## src/rtl/ps2_scancode_decoder_pkg.sv

```systemverilog
// Shared definitions for the PS/2 scan-code set 2 decoder: prefix/control bytes,
// modifier key codes, parser states and the 18-bit event entry layout.
package ps2_scancode_decoder_pkg;

  localparam logic [7:0] PFX_EXT    = 8'hE0;
  localparam logic [7:0] PFX_BRK    = 8'hF0;
  localparam logic [7:0] PFX_PAUSE  = 8'hE1;

  localparam logic [7:0] CTL_ACK    = 8'hFA;
  localparam logic [7:0] CTL_BAT    = 8'hAA;
  localparam logic [7:0] CTL_ECHO   = 8'hEE;
  localparam logic [7:0] CTL_RESEND = 8'hFE;
  localparam logic [7:0] CTL_ERR0   = 8'h00;
  localparam logic [7:0] CTL_ERR1   = 8'hFF;

  localparam logic [7:0] KEY_LSHIFT = 8'h12;
  localparam logic [7:0] KEY_RSHIFT = 8'h59;
  localparam logic [7:0] KEY_CTRL   = 8'h14;
  localparam logic [7:0] KEY_ALT    = 8'h11;
  localparam logic [7:0] KEY_CAPS   = 8'h58;

  // Pause sends E1 followed by seven more bytes; only the last one emits
  localparam logic [2:0] PAUSE_LEN  = 3'd7;

  localparam int EV_W = 18;

  typedef enum logic [2:0] {
    ST_IDLE,
    ST_EXT,
    ST_BRK,
    ST_EXTBRK,
    ST_PAU
  } ps2_state_e;

  typedef struct packed {
    logic       brk;
    logic       ext;
    logic [7:0] code;
    logic [7:0] ascii;
  } ps2_event_t;

  function automatic logic is_ctrl_byte(input logic [7:0] b);
    return (b == CTL_ACK) || (b == CTL_BAT) || (b == CTL_ECHO) ||
           (b == CTL_RESEND) || (b == CTL_ERR0) || (b == CTL_ERR1);
  endfunction

  function automatic logic is_modifier(input logic [7:0] b);
    return (b == KEY_LSHIFT) || (b == KEY_RSHIFT) || (b == KEY_CTRL) ||
           (b == KEY_ALT) || (b == KEY_CAPS);
  endfunction

endpackage

```

## src/rtl/ps2_scancode_decoder_evfifo.sv

```systemverilog
// Show-ahead synchronous event FIFO; head entry reads as zero while empty.
module ps2_evfifo #(
  parameter int AW = 3,
  parameter int W  = 18
) (
  input  logic         clock,
  input  logic         reset_n,
  input  logic         clr,
  input  logic         push,
  input  logic [W-1:0] wdata,
  input  logic         pop,
  output logic [W-1:0] rdata,
  output logic         valid,
  output logic         ovf
);

  localparam int DEPTH = 1 << AW;

  logic [W-1:0]  mem [DEPTH];
  logic [AW-1:0] wr_ptr;
  logic [AW-1:0] rd_ptr;
  logic [AW:0]   count;
  logic          full;
  logic          do_push;
  logic          do_pop;

  assign valid   = (count != '0);
  assign full    = (count == (AW+1)'(DEPTH));
  assign do_pop  = pop && valid;
  // A pop in the same cycle frees the slot, so a full FIFO still accepts the push
  assign do_push = push && (!full || do_pop);
  assign rdata   = valid ? mem[rd_ptr] : '0;

  always_ff @(posedge clock) begin
    if (do_push && !clr)
      mem[wr_ptr] <= wdata;
  end

  always_ff @(posedge clock or negedge reset_n) begin
    if (!reset_n) begin
      wr_ptr <= '0;
      rd_ptr <= '0;
      count  <= '0;
      ovf    <= 1'b0;
    end else if (clr) begin
      wr_ptr <= '0;
      rd_ptr <= '0;
      count  <= '0;
      ovf    <= 1'b0;
    end else begin
      if (do_push)
        wr_ptr <= wr_ptr + 1'b1;
      if (do_pop)
        rd_ptr <= rd_ptr + 1'b1;
      if (push && full && !do_pop)
        ovf <= 1'b1;
      case ({do_push, do_pop})
        2'b10:   count <= count + 1'b1;
        2'b01:   count <= count - 1'b1;
        default: count <= count;
      endcase
    end
  end

endmodule

```

## src/rtl/ps2_scancode_decoder.sv

```systemverilog
// PS/2 scan-code set 2 decoder: parses prefix/pause sequences into key events,
// tracks modifiers, translates makes to ASCII and queues events in a FIFO.
module ps2_scancode_decoder
  import ps2_scancode_decoder_pkg::*;
#(
  parameter int AW  = 3,
  parameter int RPT = 1
) (
  input  logic       clock,
  input  logic       reset_n,
  input  logic [7:0] kbd,
  input  logic       hit,
  input  logic       rd,
  input  logic       clr,
  output logic       valid,
  output logic [7:0] q_code,
  output logic       q_ext,
  output logic       q_brk,
  output logic [7:0] q_ascii,
  output logic [3:0] mods,
  output logic       ovf
);

  ps2_state_e  state, state_nx;
  logic [2:0]  pau_cnt, pau_cnt_nx;
  logic        emit, em_ext, em_brk, em_pause, bat_seen;
  logic [7:0]  em_code;
  logic        ev_ok, held_now, suppress;
  logic [7:0]  hold_idx;
  logic [255:0] held;
  logic        shift_l, shift_r, ctrl, alt, caps;
  ps2_event_t  ev_nx, stage_q, head;
  logic        stage_push, push_nx;
  logic [EV_W-1:0] head_raw;

  function automatic logic [7:0] ascii_of(input logic [7:0] code, input logic shift,
                                          input logic caps_on, input logic ctrl_on);
    logic [7:0] lo;
    logic [7:0] up;
    logic [7:0] r;
    lo = 8'h00;
    up = 8'h00;
    case (code)
      8'h1C: lo = "a";  8'h32: lo = "b";  8'h21: lo = "c";  8'h23: lo = "d";
      8'h24: lo = "e";  8'h2B: lo = "f";  8'h34: lo = "g";  8'h33: lo = "h";
      8'h43: lo = "i";  8'h3B: lo = "j";  8'h42: lo = "k";  8'h4B: lo = "l";
      8'h3A: lo = "m";  8'h31: lo = "n";  8'h44: lo = "o";  8'h4D: lo = "p";
      8'h15: lo = "q";  8'h2D: lo = "r";  8'h1B: lo = "s";  8'h2C: lo = "t";
      8'h3C: lo = "u";  8'h2A: lo = "v";  8'h1D: lo = "w";  8'h22: lo = "x";
      8'h35: lo = "y";  8'h1A: lo = "z";
      8'h45: begin lo = "0"; up = ")"; end
      8'h16: begin lo = "1"; up = "!"; end
      8'h1E: begin lo = "2"; up = "@"; end
      8'h26: begin lo = "3"; up = "#"; end
      8'h25: begin lo = "4"; up = "$"; end
      8'h2E: begin lo = "5"; up = "%"; end
      8'h36: begin lo = "6"; up = "^"; end
      8'h3D: begin lo = "7"; up = "&"; end
      8'h3E: begin lo = "8"; up = "*"; end
      8'h46: begin lo = "9"; up = "("; end
      8'h0E: begin lo = 8'h60; up = "~"; end
      8'h4E: begin lo = "-"; up = "_"; end
      8'h55: begin lo = "="; up = "+"; end
      8'h54: begin lo = "["; up = "{"; end
      8'h5B: begin lo = "]"; up = "}"; end
      8'h5D: begin lo = "\\"; up = "|"; end
      8'h4C: begin lo = ";"; up = ":"; end
      8'h52: begin lo = "'"; up = "\""; end
      8'h41: begin lo = ","; up = "<"; end
      8'h49: begin lo = "."; up = ">"; end
      8'h4A: begin lo = "/"; up = "?"; end
      8'h5A: lo = 8'h0D;
      8'h66: lo = 8'h08;
      8'h0D: lo = 8'h09;
      8'h76: lo = 8'h1B;
      8'h29: lo = 8'h20;
      default: lo = 8'h00;
    endcase
    if (lo >= "a" && lo <= "z") begin
      r = (shift ^ caps_on) ? (lo - 8'h20) : lo;
      if (ctrl_on)
        r = r & 8'h1F;
    end else if (shift && up != 8'h00) begin
      r = up;
    end else begin
      r = lo;
    end
    return r;
  endfunction

  always_ff @(posedge clock or negedge reset_n) begin
    if (!reset_n) begin
      state   <= ST_IDLE;
      pau_cnt <= '0;
    end else if (clr) begin
      state   <= ST_IDLE;
      pau_cnt <= '0;
    end else begin
      state   <= state_nx;
      pau_cnt <= pau_cnt_nx;
    end
  end

  always_comb begin
    state_nx   = state;
    pau_cnt_nx = pau_cnt;
    emit       = 1'b0;
    em_code    = kbd;
    em_ext     = 1'b0;
    em_brk     = 1'b0;
    em_pause   = 1'b0;
    bat_seen   = 1'b0;
    if (hit) begin
      case (state)
        ST_IDLE: begin
          if (kbd == PFX_EXT)
            state_nx = ST_EXT;
          else if (kbd == PFX_BRK)
            state_nx = ST_BRK;
          else if (kbd == PFX_PAUSE) begin
            state_nx   = ST_PAU;
            pau_cnt_nx = PAUSE_LEN;
          end else if (is_ctrl_byte(kbd))
            bat_seen = (kbd == CTL_BAT);
          else
            emit = 1'b1;
        end
        ST_EXT: begin
          if (kbd == PFX_BRK)
            state_nx = ST_EXTBRK;
          else if (kbd != PFX_EXT) begin
            emit     = 1'b1;
            em_ext   = 1'b1;
            state_nx = ST_IDLE;
          end
        end
        ST_BRK: begin
          emit     = 1'b1;
          em_brk   = 1'b1;
          state_nx = ST_IDLE;
        end
        ST_EXTBRK: begin
          emit     = 1'b1;
          em_ext   = 1'b1;
          em_brk   = 1'b1;
          state_nx = ST_IDLE;
        end
        ST_PAU: begin
          if (pau_cnt == 3'd1) begin
            emit     = 1'b1;
            em_pause = 1'b1;
            em_code  = PFX_PAUSE;
            state_nx = ST_IDLE;
          end else
            pau_cnt_nx = pau_cnt - 1'b1;
        end
        default: state_nx = ST_IDLE;
      endcase
    end
  end

  // Extended 12/59 are the fake shifts wrapped around PrtSc and the nav cluster
  assign ev_ok    = emit && !(em_ext && (em_code == KEY_LSHIFT || em_code == KEY_RSHIFT));
  assign hold_idx = {em_ext, kbd[6:0]};
  assign held_now = held[hold_idx];
  assign suppress = (RPT == 0) && !em_brk && !em_pause && !is_modifier(em_code) && held_now;
  assign push_nx  = ev_ok && !suppress && !clr;

  always_comb begin
    ev_nx.brk   = em_brk;
    ev_nx.ext   = em_ext;
    ev_nx.code  = em_code;
    ev_nx.ascii = (em_brk || em_ext || em_pause) ? 8'h00 :
                  ascii_of(em_code, shift_l | shift_r, caps, ctrl);
  end

  always_ff @(posedge clock or negedge reset_n) begin
    if (!reset_n) begin
      held    <= '0;
      shift_l <= 1'b0;
      shift_r <= 1'b0;
      ctrl    <= 1'b0;
      alt     <= 1'b0;
      caps    <= 1'b0;
    end else if (!clr) begin
      if (bat_seen) begin
        shift_l <= 1'b0;
        shift_r <= 1'b0;
        ctrl    <= 1'b0;
        alt     <= 1'b0;
        caps    <= 1'b0;
      end
      if (ev_ok && !em_pause) begin
        held[hold_idx] <= !em_brk;
        case (em_code)
          KEY_LSHIFT: shift_l <= !em_brk;
          KEY_RSHIFT: shift_r <= !em_brk;
          KEY_CTRL:   ctrl    <= !em_brk;
          KEY_ALT:    alt     <= !em_brk;
          KEY_CAPS:   if (!em_brk && !held_now) caps <= !caps;
          default:    ;
        endcase
      end
    end
  end

  always_ff @(posedge clock or negedge reset_n) begin
    if (!reset_n) begin
      stage_push <= 1'b0;
      stage_q    <= '0;
    end else begin
      stage_push <= push_nx;
      stage_q    <= ev_nx;
    end
  end

  ps2_evfifo #(.AW(AW), .W(EV_W)) u_fifo (
    .clock   (clock),
    .reset_n (reset_n),
    .clr     (clr),
    .push    (stage_push),
    .wdata   (stage_q),
    .pop     (rd),
    .rdata   (head_raw),
    .valid   (valid),
    .ovf     (ovf)
  );

  assign head    = head_raw;
  assign q_code  = head.code;
  assign q_ext   = head.ext;
  assign q_brk   = head.brk;
  assign q_ascii = head.ascii;
  assign mods    = {caps, alt, ctrl, shift_l | shift_r};

endmodule
```

## config.mk

```make
export PLATFORM = sky130hd
export DESIGN_NAME = ps2_scancode_decoder
export DESIGN_NICKNAME = d
export VERILOG_FILES = /design/src/rtl/ps2_scancode_decoder_pkg.sv /design/src/rtl/ps2_scancode_decoder_evfifo.sv /design/src/rtl/ps2_scancode_decoder.sv
export SDC_FILE = /design/constraint.sdc
export NUM_CORES = 1
export LEC_CHECK = 0
export CORE_MARGIN = 8
export CORE_UTILIZATION = 49
export DETAILED_ROUTE_END_ITERATION = 7
export GPL_ROUTABILITY_DRIVEN = 0
export GPL_TIMING_DRIVEN = 0
export PLACE_DENSITY = 0.68
export REMOVE_ABC_BUFFERS = 1
export SLEW_MARGIN = 40
export SYNTH_ARGS = -nofsm -noshare
export SYNTH_HDL_FRONTEND = slang
export SYNTH_SLANG_ARGS = --single-unit
```

## constraint.sdc

```tcl
create_clock -name clock -period 2.7 [get_ports clock]
set_clock_uncertainty 0.1 [all_clocks]
set_input_delay 0.27 -clock clock [delete_from_list [all_inputs] [get_ports clock]]
set_output_delay 0.27 -clock clock [all_outputs]
set_load 0.1 [all_outputs]
```

* Word level (Yosys, flattened, before mapping)
Memory sizes are Yosys's and may differ from the RTL's. Index checks and enable logic that the tools add are counted. W data, S select, Z words.
Storage, ports and cells: logic and storage cells 235, bits in registers 297, output and inout bits 24, RAM bits 144, input bits 13, memories 1
Memory list:
- u_fifo.mem | words 8, bits a word 18, rd ports 1, clocked after Yosys merged registers in 0, wr ports 1, RTL line ps2_scancode_decoder_evfifo.sv:19 | logic [W-1:0] mem [DEPTH];
Cells by class: add/subtract/negate cells 6, multiplexer cells 79, bitwise gates (word level) 3, reductions and logical operators 44, $lt $le $gt $ge 4, equality and inequality tests 81
Operator list (number):
- $pmux W7 S52 | 1
- $bwmux W256 | 1
- $eq A8 B6 Y1 const B | 23
- $eq A8 B7 Y1 const B | 22
- $pmux W7 S21 | 1
- $eq A8 B5 Y1 const B | 10
- $eq A8 B8 Y1 const B | 8
- $mux W8 | 8
- $mux W3 | 18
- $mux W1 | 41
- $mux W18 | 1
- $eq A8 B4 Y1 const B | 2
- $ne A3 B3 Y1 const B | 5
- $logic_and A1 B1 Y1 | 13
- $logic_or A1 B1 Y1 | 9
- $lt A8 B9 Y1 const B | 1
- $pmux W3 S3 | 1
- $bmux W1 S8 | 1
- $demux W1 S8 | 1
- $ge A8 B1 Y1 const B | 1
- $ge A8 B7 Y1 const B | 1
- $le A8 B7 Y1 const B | 1
- $logic_not A1 Y1 | 8
- $logic_not A8 Y1 | 1
- 31 further kinds | 38

* Logic depth before layout (Yosys ltp)
word-level depth 16, mapped depth 15, mapped depth without buffers 12

* By module
A second synthesis with hierarchy kept.
Second synthesis, totals: cell total of the unflattened synthesis 1244, area, all modules 14911.8 um^2
By module, submodules not included:
- ps2_scancode_decoder | area an instance 8713.4 um^2, instances 1, seq. area each 3553.4 um^2, cells each 933
- ps2_evfifo | area an instance 6198.4 um^2, instances 1, seq. area each 4599.4 um^2, cells each 311

* Worst setup path before layout
No wires, ideal clock.
path type reg2out, start point reg u_fifo.rd_ptr[0], end point out q_ascii[0], path slack -0.679 ns, arrival 3.009 ns, required time 2.330 ns, stages on the path, launching flop included 6, path buffers 2, cells stage by stage dfrtp_1 -> clkbuf_1 -> buf_1 -> mux4_2 -> mux2i_1 -> nor2_1
On the way: longest elaborated chain between the ends 2
Ends and longest elaborated chain:
- start, declared | RTL line ps2_scancode_decoder_evfifo.sv:21 | logic [AW-1:0] rd_ptr;
- start signal, assigned | RTL line ps2_scancode_decoder_evfifo.sv:54 | rd_ptr <= rd_ptr + 1'b1;
- $mem_v2 Z8 W18
- $mux W18 | RTL line ps2_scancode_decoder_evfifo.sv:32 | assign rdata = valid ? mem[rd_ptr] : '0;
- end, declared | RTL line ps2_scancode_decoder.sv:19 | output logic [7:0] q_ascii,
No other way between the ends.

==> flow_metrics.py <==
metrics = {
    "clock_tree": {
        "path_clk_slew_ns": 0.06,
        "cts_root_buf": "clkbuf_16",
        "cts_inserted_buffers": 36,
        "clock_tree.buffer_depth": 3,
        "clkLatencyLatePin_ns": 0.54,
        "cts_tree": "done",
        "h-tree-depth": 2,
        "cts_sinks": 345,
    },
    "global_route": {
        "grt_max_degree": 78,
        "grt_usage_pct": 22.2,
        "grt_pass1_wl_um": 74100,
        "antenna_found_initial": 0,
        "grt_overflow": 0,
        "grt_pass1_vias": 13000,
    },
    "sta": {
        "tightest_slew_ns": 0.814,
        "grt_setup_unrepaired": "true",
        "worst_slack_ns": -0.348,
        "slew_headroom_pct": 45.6,
        "fin_crit_ns": 3.05,
        "slew_viol_final": 0,
        "max_freq_mhz": 328,
        "fin_crit_sh_pct": 113,
        "finalHoldViolCount": 0,
        "finalSetupViolations": 168,
    },
    "drt": {
        "viasPerCell": 6.72,
        "drt-wirelength-per-cell_um": 25.7,
        "first_pass_iters": 5,
        "drtAntennaViolNets": 0,
        "drt-initial-drc-count": 1541,
        "drcViolationCount": 0,
        "routed_wl_um": 51200,
        "vias": 13400,
    },
    "layout": {
        "layout-drive-gt1-share_pct": 41.4,
        "antenna_cells": 0,
        "utilization_pct": 64.9,
        "synthToLayoutAreaGrowth_pct": 30.2,
        "final_area_sq_um": 22500,
        "fin_nets": 1539,
    },
    "logic_synthesis": {
        "avgSynthCellArea_sq_um": 12.0,
        "yosysTopAreaCell": "dfrtp_1",
        "synthesis.area_sq_um": 17300,
        "yosysMostFrequentCell": "dfrtp_1",
        "synth-edff-count": 144,
        "synthArstFlopShare_pct": 58.3,
        "yosys_warnings": 0,
        "ys_seq_area_share_pct": 54.2,
        "syn_inst": 1439,
        "synth_seq_cells": 345,
        "synthFlopType": "dfrtp_1",
        "synth_area_leaders": "dfrtp_1 (29%), edfxtp_1 (25%), mux4_2 (10%)",
        "synth_cell_type_count": 90,
        "synth_top_area_share_pct": 29.1,
        "ys_top_cells_by_count": "dfrtp_1 (201), a21oi_1 (157), a31oi_1 (153), edfxtp_1 (144), nor2_1 (92)",
    },
    "setup_path": {
        "r2r_slack_ns": -0.35,
        "cpPeakStageDelay_ns": 0.44,
        "cp-startpoint": "state[1]",
        "timing.rr.end": "stage_q[5]",
        "required_ns": 3.00,
        "endpoint": "stage_q[5]",
        "slowest_stage": "or3b_4",
        "cp_max_fo": 5,
        "cp-end-kind": "register",
        "path_class": "register to register",
        "worstRegToRegCells": 11,
        "path_cells": "or3b_4 -> buf_12 -> o21ai_4 -> buf_6 -> buf_6 -> nor3_2 -> nor3_2 -> nand4_1 -> or2_1 -> o31ai_4 -> mux2_4",
        "critPathLaunchType": "register",
        "reg2reg_from": "state[1]",
        "crit_arrival_ns": 3.35,
    },
    "status": {
        "status": "finished with violations",
        "violations": "negative setup slack",
    },
    "floorplanning": {
        "ios": 37,
        "floorplan.initialDensity_pct": 49.9,
        "die_h_um": 204,
        "die_area_sq_um": 41500,
        "rows": 68,
        "fp.dieW_um": 204,
        "core_sq_um": 34600,
    },
    "power_and_ir_drop": {
        "p_per_area_nw_per_um2": 644,
        "max-vdd-ir-drop_uv": 632,
        "p_leak_nw": 8.51,
    },
    "placed_design": {
        "dp_hpwl_um": 26800,
        "dpl-instance-area_sq_um": 18100,
        "port_buffers": 36,
    },
    "run": {
        "drv_cap": 0,
    },
    "min_path": {
        "hold_path_class": "input port to register",
    },
}
-- metal layers --
layer | up-vias | GRT usage [%] | routed length, um
met5 | - | 0 | 0
met4 | 0 | 9.71 | 2480
met3 | 217 | 3.28 | 4210
met2 | 814 | 36.4 | 25200
met1 | 6706 | 29.1 | 19400
li1 | 5677 | - | -
-- final cells by class --
cell class | count | area [sq um]
multi-input cells | 904 | 8770
flip-flops and latches | 345 | 9370
clock inverters | 10 | 133
clock buffers | 50 | 995
inverters | 20 | 82.6
fillers | 2356 | 12100
repair buffers | 211 | 2570
well taps | 455 | 569
-- repair_timing --
action / in CTS / in global routing
pin swaps: 54 / 63
gates resized for setup: 139 / 279
gates cloned: 11 / 11
hold endpoints to repair: 53 / 0
hold buffers: 1 / 0
setup buffers: 85 / 42
endpoints found under the setup margin: 200 / 194
-- critical path, delay by kind of cell, from the launching register on --
kind,cells,cell delay (ns)
AND/OR/NAND/NOR,5,1.20
AO/OA/AOI/OAI,2,0.51
flip-flops,1,0.40
buffers and inverters,3,0.39
multiplexers,1,0.32
-- through the flow --
step	hold WS, ns	setup WS (ns)	setup TNS, ns	std cells	total power (W)
floorplan	-0.126	-2.22	-352.17	1265	0.00835
global placement	0.367	-7.16	-2580.55	1756	0.00863
detailed placement	0.124	-1.73	-248.97	1796	0.00919
CTS	0.124	-0.242	-5.40	1952	0.0142
global route	0.141	-0.439	-35.23	1995	0.0150
finish	0.124	-0.348	-24.10	1995	0.0145
-- how the worst min path moves through the flow --
stage	startpoint	endpoint	slack, ns	cells past startpoint
finish	clr	u_fifo.ovf	0.12	2
global placement	held[90]	held[90]	0.37	1
floorplan	reset_n	alt	-0.13	0
global route	clr	u_fifo.count[3]	0.14	2
detailed placement	reset_n	held[42]	0.12	1
CTS	clr	u_fifo.rd_ptr[2]	0.12	2
-- kinds of logic (layout without fill, tap and decap cells) --
group	Yosys count	count (layout)	synth area share, %
flops	345	345	54.2
compound gates	424	424	15.2
xor+xnor	12	12	0.609
fa+ha+maj	8	8	0.623
buf+inv	194	291	5.20
mux	131	131	13.6
simple gates	325	329	10.6
-- cell usage in the layout, fill, tap and decap left out, types with 15 or more instances in the layout --
master,instances
buf_16,16
nand3_1,15
inv_1,16
a31oi_4,27
buf_12,20
edfxtp_1,144
dfrtp_1,195
buf_4,69
a22oi_1,17
a31oi_1,123
nor2_4,19
a21oi_2,96
clkbuf_16,42
mux2i_1,26
mux4_2,77
nor3_4,16
mux2_4,23
buf_8,18
nand2_1,48
buf_6,53
nor3_1,21
nor2_1,71
a21oi_4,19
buf_2,18
a21oi_1,42
nand2_4,15
-- flip-flops by register name (all words and copies together), names as in the netlist --
| name | count |
|---|---|
| u_fifo.rd_ptr | 3 |
| caps | 1 |
| alt | 1 |
| stage_q | 18 |
| shift_r | 1 |
| u_fifo.ovf | 1 |
| state | 3 |
| held | 160 |
| u_fifo.count | 4 |
| u_fifo.mem | 144 |
| u_fifo.wr_ptr | 3 |
| stage_push | 1 |
| shift_l | 1 |
| ctrl | 1 |
| pau_cnt | 3 |
-- power breakdown --
part           total, W  switching (W)  internal, W
registers       0.00590       0.000220      0.00568
logic           0.00373        0.00252      0.00121
clock network   0.00486        0.00201      0.00286
Note: power is estimated with default switching activity, not from simulation.
